### config.mk
export PLATFORM = sky130hd
export DESIGN_NAME = ysyx_22050078_lsu_bus
export DESIGN_NICKNAME = d
export VERILOG_FILES = /design/src/rtl/ysyx_22050078_lsu_pkg.sv /design/src/rtl/ysyx_22050078_lsu_align.sv /design/src/rtl/ysyx_22050078_lsu_bus.sv
export SDC_FILE = /design/constraint.sdc
export NUM_CORES = 1
export LEC_CHECK = 0
export ABC_AREA = 1
export CORE_MARGIN = 4
export CORE_UTILIZATION = 30
export DETAILED_ROUTE_END_ITERATION = 8
export GPL_ROUTABILITY_DRIVEN = 0
export PLACE_DENSITY = 0.59
export SYNTH_ARGS = -nofsm -noshare
export SYNTH_HDL_FRONTEND = slang
export SYNTH_SLANG_ARGS = --single-unit
### constraint.sdc
create_clock -name clk -period 7.8 [get_ports clk]
set_input_delay 0.78 -clock clk [delete_from_list [all_inputs] [get_ports clk]]
set_output_delay 0.78 -clock clk [all_outputs]
set_load 0.02 [all_outputs]
### src/rtl/ysyx_22050078_lsu_pkg.sv
// Shared encodings for the handshaked load/store unit.
package ysyx_22050078_lsu_pkg;

    localparam int DEFAULT_XLEN = 64;

    // Access size as carried on i_size.
    typedef enum logic [1:0] {
        SZ_B = 2'd0,
        SZ_H = 2'd1,
        SZ_W = 2'd2,
        SZ_D = 2'd3
    } size_e;

    // One outstanding transaction: accept, request, wait for response, report.
    typedef enum logic [1:0] {
        ST_IDLE = 2'd0,
        ST_REQ  = 2'd1,
        ST_WAIT = 2'd2,
        ST_RESP = 2'd3
    } state_e;

endpackage

### src/rtl/ysyx_22050078_lsu_align.sv
// Combinational byte-lane steering: store data/strobe placement, load
// extraction with sign/zero extension, and alignment legality.
module ysyx_22050078_lsu_align
    import ysyx_22050078_lsu_pkg::*;
#(
    parameter int XLEN = DEFAULT_XLEN
) (
    input  logic [2:0]          addr_lo,
    input  size_e               size,
    input  logic                is_unsigned,
    input  logic [XLEN-1:0]     wdata,
    input  logic [XLEN-1:0]     rdata,
    output logic [XLEN-1:0]     lane_wdata,
    output logic [XLEN/8-1:0]   lane_wstrb,
    output logic [XLEN-1:0]     load_data,
    output logic                misalign
);

    localparam int NBYTES = XLEN / 8;
    localparam int OFFW   = $clog2(NBYTES);

    logic [OFFW-1:0] off;
    logic [OFFW+2:0] bit_off;
    logic [7:0]      base_mask;
    logic [XLEN-1:0] shifted;
    logic [XLEN-1:0] keep;
    logic            sign;

    assign off        = addr_lo[OFFW-1:0];
    assign bit_off    = {off, 3'b000};
    assign lane_wdata = wdata << bit_off;
    assign lane_wstrb = NBYTES'(base_mask) << off;
    assign shifted    = rdata >> bit_off;

    // Per-size strobe base, kept-bit mask, sign bit and alignment check.
    // NOTE: every output of a combinational block gets a default first so no path can infer a latch.
    always_comb begin
        base_mask = 8'hFF;
        keep      = '1;
        sign      = 1'b0;
        misalign  = 1'b0;
        case (size)
            SZ_B: begin
                base_mask = 8'h01;
                keep      = XLEN'(8'hFF);
                sign      = shifted[7];
            end
            SZ_H: begin
                base_mask = 8'h03;
                keep      = XLEN'(16'hFFFF);
                sign      = shifted[15];
                misalign  = addr_lo[0];
            end
            SZ_W: begin
                base_mask = 8'h0F;
                keep      = XLEN'(32'hFFFF_FFFF);
                sign      = shifted[31];
                misalign  = |addr_lo[1:0];
            end
            default: begin
                misalign  = (|addr_lo[2:0]) || (XLEN == 32);
            end
        endcase
        load_data = (shifted & keep) | ((sign && !is_unsigned) ? ~keep : '0);
    end

endmodule

### src/rtl/ysyx_22050078_lsu_bus.sv
// Handshaked load/store unit: one outstanding request on a req/gnt/rvalid
// memory port, with misalignment and bus-error reporting.
module ysyx_22050078_lsu_bus
    import ysyx_22050078_lsu_pkg::*;
#(
    parameter int XLEN = DEFAULT_XLEN
) (
    input  logic                clk,
    input  logic                rst,
    input  logic                i_valid,
    output logic                o_ready,
    input  logic                i_we,
    input  logic [1:0]          i_size,
    input  logic                i_unsigned,
    input  logic [XLEN-1:0]     i_addr,
    input  logic [XLEN-1:0]     i_wdata,
    output logic                o_done,
    output logic [XLEN-1:0]     o_rdata,
    output logic                o_misalign,
    output logic                o_err,
    output logic                o_mem_req,
    input  logic                i_mem_gnt,
    output logic                o_mem_we,
    output logic [XLEN-1:0]     o_mem_addr,
    output logic [XLEN-1:0]     o_mem_wdata,
    output logic [XLEN/8-1:0]   o_mem_wstrb,
    input  logic                i_mem_rvalid,
    input  logic [XLEN-1:0]     i_mem_rdata,
    input  logic                i_mem_err
);

    localparam int NBYTES = XLEN / 8;

    state_e              state, state_nxt;
    logic                we_q;
    size_e               size_q;
    logic                uns_q;
    logic [2:0]          addr_lo_q;
    logic                misalign_q;
    logic                err_q;
    logic [XLEN-1:0]     rdata_q;

    logic                idle;
    logic                accept;
    size_e               al_size;
    logic [2:0]          al_addr_lo;
    logic [XLEN-1:0]     al_wdata;
    logic [NBYTES-1:0]   al_wstrb;
    logic [XLEN-1:0]     al_rdata;
    logic                al_misalign;

    assign idle   = (state == ST_IDLE);
    assign accept = idle && i_valid;

    // In IDLE the aligner sees the incoming request; afterwards it sees the
    // latched request so the response can be extracted.
    assign al_size    = idle ? size_e'(i_size) : size_q;
    assign al_addr_lo = idle ? i_addr[2:0] : addr_lo_q;

    ysyx_22050078_lsu_align #(.XLEN(XLEN)) u_align (
        .addr_lo     (al_addr_lo),
        .size        (al_size),
        .is_unsigned (uns_q),
        .wdata       (i_wdata),
        .rdata       (i_mem_rdata),
        .lane_wdata  (al_wdata),
        .lane_wstrb  (al_wstrb),
        .load_data   (al_rdata),
        .misalign    (al_misalign)
    );

    // State register.
    // NOTE: sequential state uses non-blocking assignments so every flop samples pre-edge values.
    always_ff @(posedge clk or posedge rst) begin
        if (rst) state <= ST_IDLE;
        else     state <= state_nxt;
    end

    // Next-state logic.
    always_comb begin
        state_nxt = state;
        case (state)
            ST_IDLE: if (i_valid)      state_nxt = al_misalign ? ST_RESP : ST_REQ;
            ST_REQ:  if (i_mem_gnt)    state_nxt = ST_WAIT;
            ST_WAIT: if (i_mem_rvalid) state_nxt = ST_RESP;
            default:                   state_nxt = ST_IDLE;
        endcase
    end

    // Request latch on accept, response capture in WAIT.
    always_ff @(posedge clk or posedge rst) begin
        if (rst) begin
            we_q        <= 1'b0;
            size_q      <= SZ_B;
            uns_q       <= 1'b0;
            addr_lo_q   <= '0;
            misalign_q  <= 1'b0;
            err_q       <= 1'b0;
            rdata_q     <= '0;
            o_mem_we    <= 1'b0;
            o_mem_addr  <= '0;
            o_mem_wdata <= '0;
            o_mem_wstrb <= '0;
        end else if (accept) begin
            we_q       <= i_we;
            size_q     <= size_e'(i_size);
            uns_q      <= i_unsigned;
            addr_lo_q  <= i_addr[2:0];
            misalign_q <= al_misalign;
            err_q      <= 1'b0;
            rdata_q    <= '0;
            if (!al_misalign) begin
                o_mem_we    <= i_we;
                o_mem_addr  <= i_addr & ~XLEN'(NBYTES - 1);
                o_mem_wdata <= i_we ? al_wdata : '0;
                o_mem_wstrb <= i_we ? al_wstrb : '0;
            end
        end else if (state == ST_WAIT && i_mem_rvalid) begin
            err_q   <= i_mem_err;
            rdata_q <= (we_q || i_mem_err) ? '0 : al_rdata;
        end
    end

    assign o_ready    = idle;
    assign o_mem_req  = (state == ST_REQ);
    assign o_done     = (state == ST_RESP);
    assign o_rdata    = rdata_q;
    assign o_misalign = misalign_q;
    assign o_err      = err_q;

endmodule

# Word-level counts from Yosys, hierarchy flattened
# Index checks and enable logic that the tools add are counted.
[classes]
n_eq_ne = 8
shifts = 3
muxes = 19
n_bitwise = 4
n_reduce_logical = 12
[op_table]
columns = ["operator", "n"]
rows = [
  ["$mux W64", 5],
  ["$pmux W64 S3", 1],
  ["$and A64 B64 Y64", 1],
  ["$not A64 Y64", 1],
  ["$or A64 B64 Y64", 1],
  ["$shl A64 B6 Y64", 1],
  ["$shr A64 B6 Y64", 1],
  ["$pmux W8 S3", 1],
  ["$mux W2", 5],
  ["$mux W8", 1],
  ["$shl A8 B3 Y8", 1],
  ["$eq A2 B2 Y1 const B", 3],
  ["$pmux W1 S3", 2],
  ["$pmux W2 S3", 1],
  ["$eq A2 B1 Y1 const B", 2],
  ["$logic_not A2 Y1", 2],
  ["$ne A2 B2 Y1 const B", 2],
  ["$logic_and A1 B1 Y1", 3],
  ["$mux W3", 1],
  ["$reduce_and A3 Y1", 1],
  ["$reduce_or A3 Y1", 1],
  ["$mux W1", 2],
  ["$ne A2 B1 Y1 const B", 1],
  ["$reduce_and A2 Y1", 1],
  ["other kinds (5)", 5],
]
[word_totals]
reg_bits = 209
input_bits = 202
output_inout_bits = 206
wordCells = 58

# Longest topological paths before layout
[depth]
ltp_word = 10
mapped_depth = 17
mapped_depth_nobuf = 15

# Modules after synthesis
# From an unflattened synthesis, not the netlist that was laid out.
[unflattened]
hier_cells = 1726
area_unflattened_um2 = 12051.6
[by_module_without_submodules]
columns = ["mod", "instances", "cells_per_inst", "area_per_inst_um2", "seq_area_each_um2"]
rows = [
  ["ysyx_22050078_lsu_bus", 1, 944, 8366.8, 5230.0],
  ["ysyx_22050078_lsu_align", 1, 782, 3684.8, 0.0],
]

# Worst setup path after synthesis
# No wires, ideal clock.
[synth_timing]
kind = "reg-to-reg"
startpoint = "reg state[0]"
endpoint = "reg o_mem_wdata[24]"
arrival_ps = 2154
required_time_ps = 7661
setup_slack_ps = 5508
stages_incl_launch_ff = 14
n_path_buf = 2
period_less_slack_ps = 2292
path_cell_list = "dfrtp_1 -> inv_1 -> ha_1 -> buf_6 -> nand2_1 -> nand2_2 -> nand2_4 -> inv_2 -> nand2_1 -> o21ai_2 -> nor2_4 -> nand2_2 -> buf_2 -> o31ai_2"
[synth_between]
elab_chain_cells = 6
elab_cells_between_ends = 14
classes_between = "eq/ne: 2; shift: 1; mux: 4; bitwise: 1; reduce/logical: 6"
[synth_lines]
columns = ["element", "line_no", "rtl"]
rows = [
  ["start: declaration", "ysyx_22050078_lsu_bus.sv:34", "state_e state, state_nxt;"],
  ["start signal: assignment", "ysyx_22050078_lsu_bus.sv:76", "else state <= state_nxt;"],
  ["$logic_not A2 Y1 *", "ysyx_22050078_lsu_bus.sv:52", "assign idle = (state == ST_IDLE);"],
  ["net o_ready", "ysyx_22050078_lsu_bus.sv:11", "output logic o_ready,"],
  ["parallel branches: the longest is 5 deep, another holds $shl A64 B6 Y64", "-", ""],
  ["end signal: assignment", "ysyx_22050078_lsu_bus.sv:115", "o_mem_wdata <= i_we ? al_wdata : '0;"],
  ["end: declaration", "ysyx_22050078_lsu_bus.sv:25", "output logic [XLEN-1:0] o_mem_wdata,"],
]
# Mark *: on every way through the listed nets, which the timed path passes.
# A chain may end at the register's enable or synchronous reset.

# Worst setup path in the final report
[layout_timing]
startpoint = "reg state[1]"
endpoint = "reg o_mem_wdata[30]"
[layout_between]
elab_chain_cells = 6
elab_cells_between_ends = 14
classes_between = "eq/ne: 2; shift: 1; mux: 4; bitwise: 1; reduce/logical: 6"
[layout_lines]
columns = ["element", "line_no"]
rows = [
  ["$logic_not A2 Y1 *", "ysyx_22050078_lsu_bus.sv:52"],
  ["parallel branches: the longest is 5 deep, another holds $shl A64 B6 Y64", "-"],
]
# Every way passes the cells marked *.

==> flow_summary.ini <==
[grt]
grt.total_usage_pct = 22.6
grt_pass1_wl_mm = 75.4
antenna_found_initial = 7
grt-ovfl-total = 0
grt_max_degree = 144
grt_pass1_vias = 12300

[clock_tree]
ctsResizeCount = 0
clk_pin_slew_worst_paths_ps = 60
cts_buffers = 26
clk-insertion-delay-late_ps = 550
cts.sinks = 209
cts_tree = yes
h-tree-depth = 1
ctsHoldBuffers = 0
cts_setup_buffers = 0
cts.path.max_buffers = 3
cts-root-buf = clkbuf_16

[run_status]
outcome = finished, final reports clean

[routing]
antenna_left = 0
wl_per_cell_um = 20.2
top_layer_used = met5
wl_met2_mm = 24.1
drt_wl_total_mm = 50.7
via_count = 12500
wl_met1_mm = 20.3
dr.pass1.iters = 5
viasPerCell = 4.97
drt_iter0_drc = 1007
wl_met3_mm = 4.51
remaining_drc_errors = 0

[final_layout]
diodes = 0
multi_input_comb_area_um2 = 5680
drive_gt1_share_pct = 4.76
area_growth_pct = 43.0
fillCellCount = 3932
final-seq-area_um2 = 5230
final_nets = 2184

[floorplanning]
start_util_pct = 30.5
rows = 72
die_y_um = 207
die_area_um2 = 42700
die-width_um = 207
ioPinCount = 408
core_um2 = 38800

[place]
place_ws_ps = 2370
hpwl_mm = 36.7
port_buffers = 404

[timing]
setup_violations = 0
hold_viol_final = 0
maxSlewViolCount = 0
fmax_mhz = 185
fin_ws_ps = 2390
fin_crit_sh_pct = 69.4
relSlewSlack_pct = 25.2
tns_ps = 0
worstMarginPinSlew_ps = 1120
fin_crit_ps = 5410
holdWs_ps = 471
finClkSkew_ps = 11.9
rsz0062_at_grt = false

[logic_synthesis]
async_flop_share_pct = 100
synth.avg_cell_area_um2 = 7.18
ys_types = 39
syn_area_um2 = 11800
synth_seq_cells = 209
ys_seq_area_share_pct = 44.2
synth_top_area_share_pct = 44.2
ys_warn_count = 0
ys.flop_type = dfrtp_1
synth-edff-count = 0
syn_inst = 1648
synth_area_leaders = dfrtp_1, nand2_1, o21ai_0
yosys.area.top_type = dfrtp_1

[min_path]
hold_path_class = flip-flop to flip-flop

[power]
max-vdd-ir-drop_v = 0.000264
power-per-cell-area_nw_per_um2 = 464
p_leak_nw = 8.00

[critical_path]
crit_fanout = 107
worst_ep_required_time_ps = 8200
start_kind = flip-flop
crit_type = flip-flop to flip-flop
end_kind = flip-flop
crit_arrival_ps = 5810

[flow_run]
max_cap_viol_count = 0
[metrics by stage]
stage	total power [mW]	area [um^2]	util [%]	cells
after floorplan	4.81	11800	-	1650
after global placement	6.58	16000	41.3	2467
after detailed placement	6.63	16000	41.3	2467
after CTS	7.92	16900	43.6	2514
after global routing	8.45	16900	43.6	2514
final	7.86	16900	43.6	2514
[power by group]
part           internal, mW  switching [mW]  leakage [nW]
sequential             1.53           0.264          2.76
combinational          1.65            3.16          4.80
clock                 0.760           0.490         0.434
[metal layers]
| layer | vias up | global-route usage [%] |
|---|---|---|
| li1 | 5988 | - |
| met1 | 5896 | 28.2 |
| met2 | 514 | 39.2 |
| met3 | 85 | 5.45 |
| met4 | 14 | 6.46 |
| met5 | - | 0 |
[area by class of cell]
class / count / share of cell area, %
Clock buffer: 38 / 4.40
Clock inverter: 9 / 0.798
Inverter: 87 / 2.00
Multi-Input combinational cell: 1235 / 33.6
Sequential cell: 209 / 30.9
Tap cell: 518 / 3.83
Timing Repair Buffer: 418 / 24.5
[Yosys cell counts (all sizes together) (2+ instances only)]
| library cell | count |
|---|---|
| o22ai | 7 |
| a21oi | 84 |
| a22oi | 2 |
| ha | 5 |
| nor3 | 3 |
| nand2 | 689 |
| clkbuf | 41 |
| o21a | 14 |
| nand3 | 46 |
| a22o | 7 |
| buf | 78 |
| inv | 86 |
| nor2 | 77 |
| a211oi | 4 |
| o31ai | 30 |
| o21ai | 204 |
| mux2i | 5 |
| a31oi | 3 |
| o21bai | 7 |
| or2 | 14 |
| nand4 | 3 |
| dfrtp | 209 |
| o211ai | 26 |
[cells by family (layout without fill, tap and decap cells)]
group	Yosys count	count (layout)	share of synthesized area, %
AND/OR/NAND/NOR	832	832	27.6
other	1	3	0.0317
multiplexers	5	5	0.423
buffers and inverters	206	552	8.04
adder cells (fa/ha/maj)	5	5	0.528
AO/OA/AOI/OAI	390	390	19.2
flip-flops	209	209	44.2
[state kept, by name (all words and copies together), names as in the netlist]
name / flops
o_mem_we: 1
state: 2
o_mem_wdata: 64
size_q: 2
o_mem_addr: 61
o_misalign: 1
we_q: 1
uns_q: 1
o_mem_wstrb: 8
o_err: 1
addr_lo_q: 3
o_rdata: 64
[worst paths after layout]
kind                       slack [ps]                           to                 startpoint  cells past startpoint
hold / removal                    470    o_mem_addr[3]$_DFFE_PP0P_  o_mem_addr[3]$_DFFE_PP0P_                      2
hold reg to reg                   470    o_mem_addr[3]$_DFFE_PP0P_  o_mem_addr[3]$_DFFE_PP0P_                      2
setup / recovery                 2390  o_mem_wdata[30]$_DFFE_PP0P_       state[1]$_DFFE_PP0P_                     16
max in group asynchronous        5420      o_rdata[47]$_DFFE_PP0P_                        rst                      3
setup reg to reg                 2390  o_mem_wdata[30]$_DFFE_PP0P_       state[1]$_DFFE_PP0P_                     16
min in group asynchronous         830   o_mem_addr[54]$_DFFE_PP0P_                        rst                      2
[cells in the final DEF, fill, tap and decap left out, drive strengths merged]
master	n
a211oi	4
a21oi	84
a22o	7
a22oi	2
a31oi	3
a32o	1
a32oi	1
buf	14
bufinv	3
clkbuf	38
clkdlybuf4s50	404
clkinv	8
conb	3
dfrtp	209
ha	5
inv	85
mux2i	5
nand2	689
nand3	46
nand4	3
nor2	77
nor3	3
o211ai	26
o21a	14
o21ai	204
o21bai	7
o22ai	7
o31ai	30
or2	14
[critical path: stages (launching register included)]
cell      delay, ps
dfrtp_1         420
inv_1           120
ha_1            530
inv_2           150
nand2_1         130
nand2_4         530
clkinv_2        170
buf_4           440
nand3_2         240
nand2_1         200
o21ai_2         110
nor2_4          420
buf_4           510
inv_4           480
buf_4           450
nand2_1         130
o31ai_2          60
(Power assumes the default switching activity.)
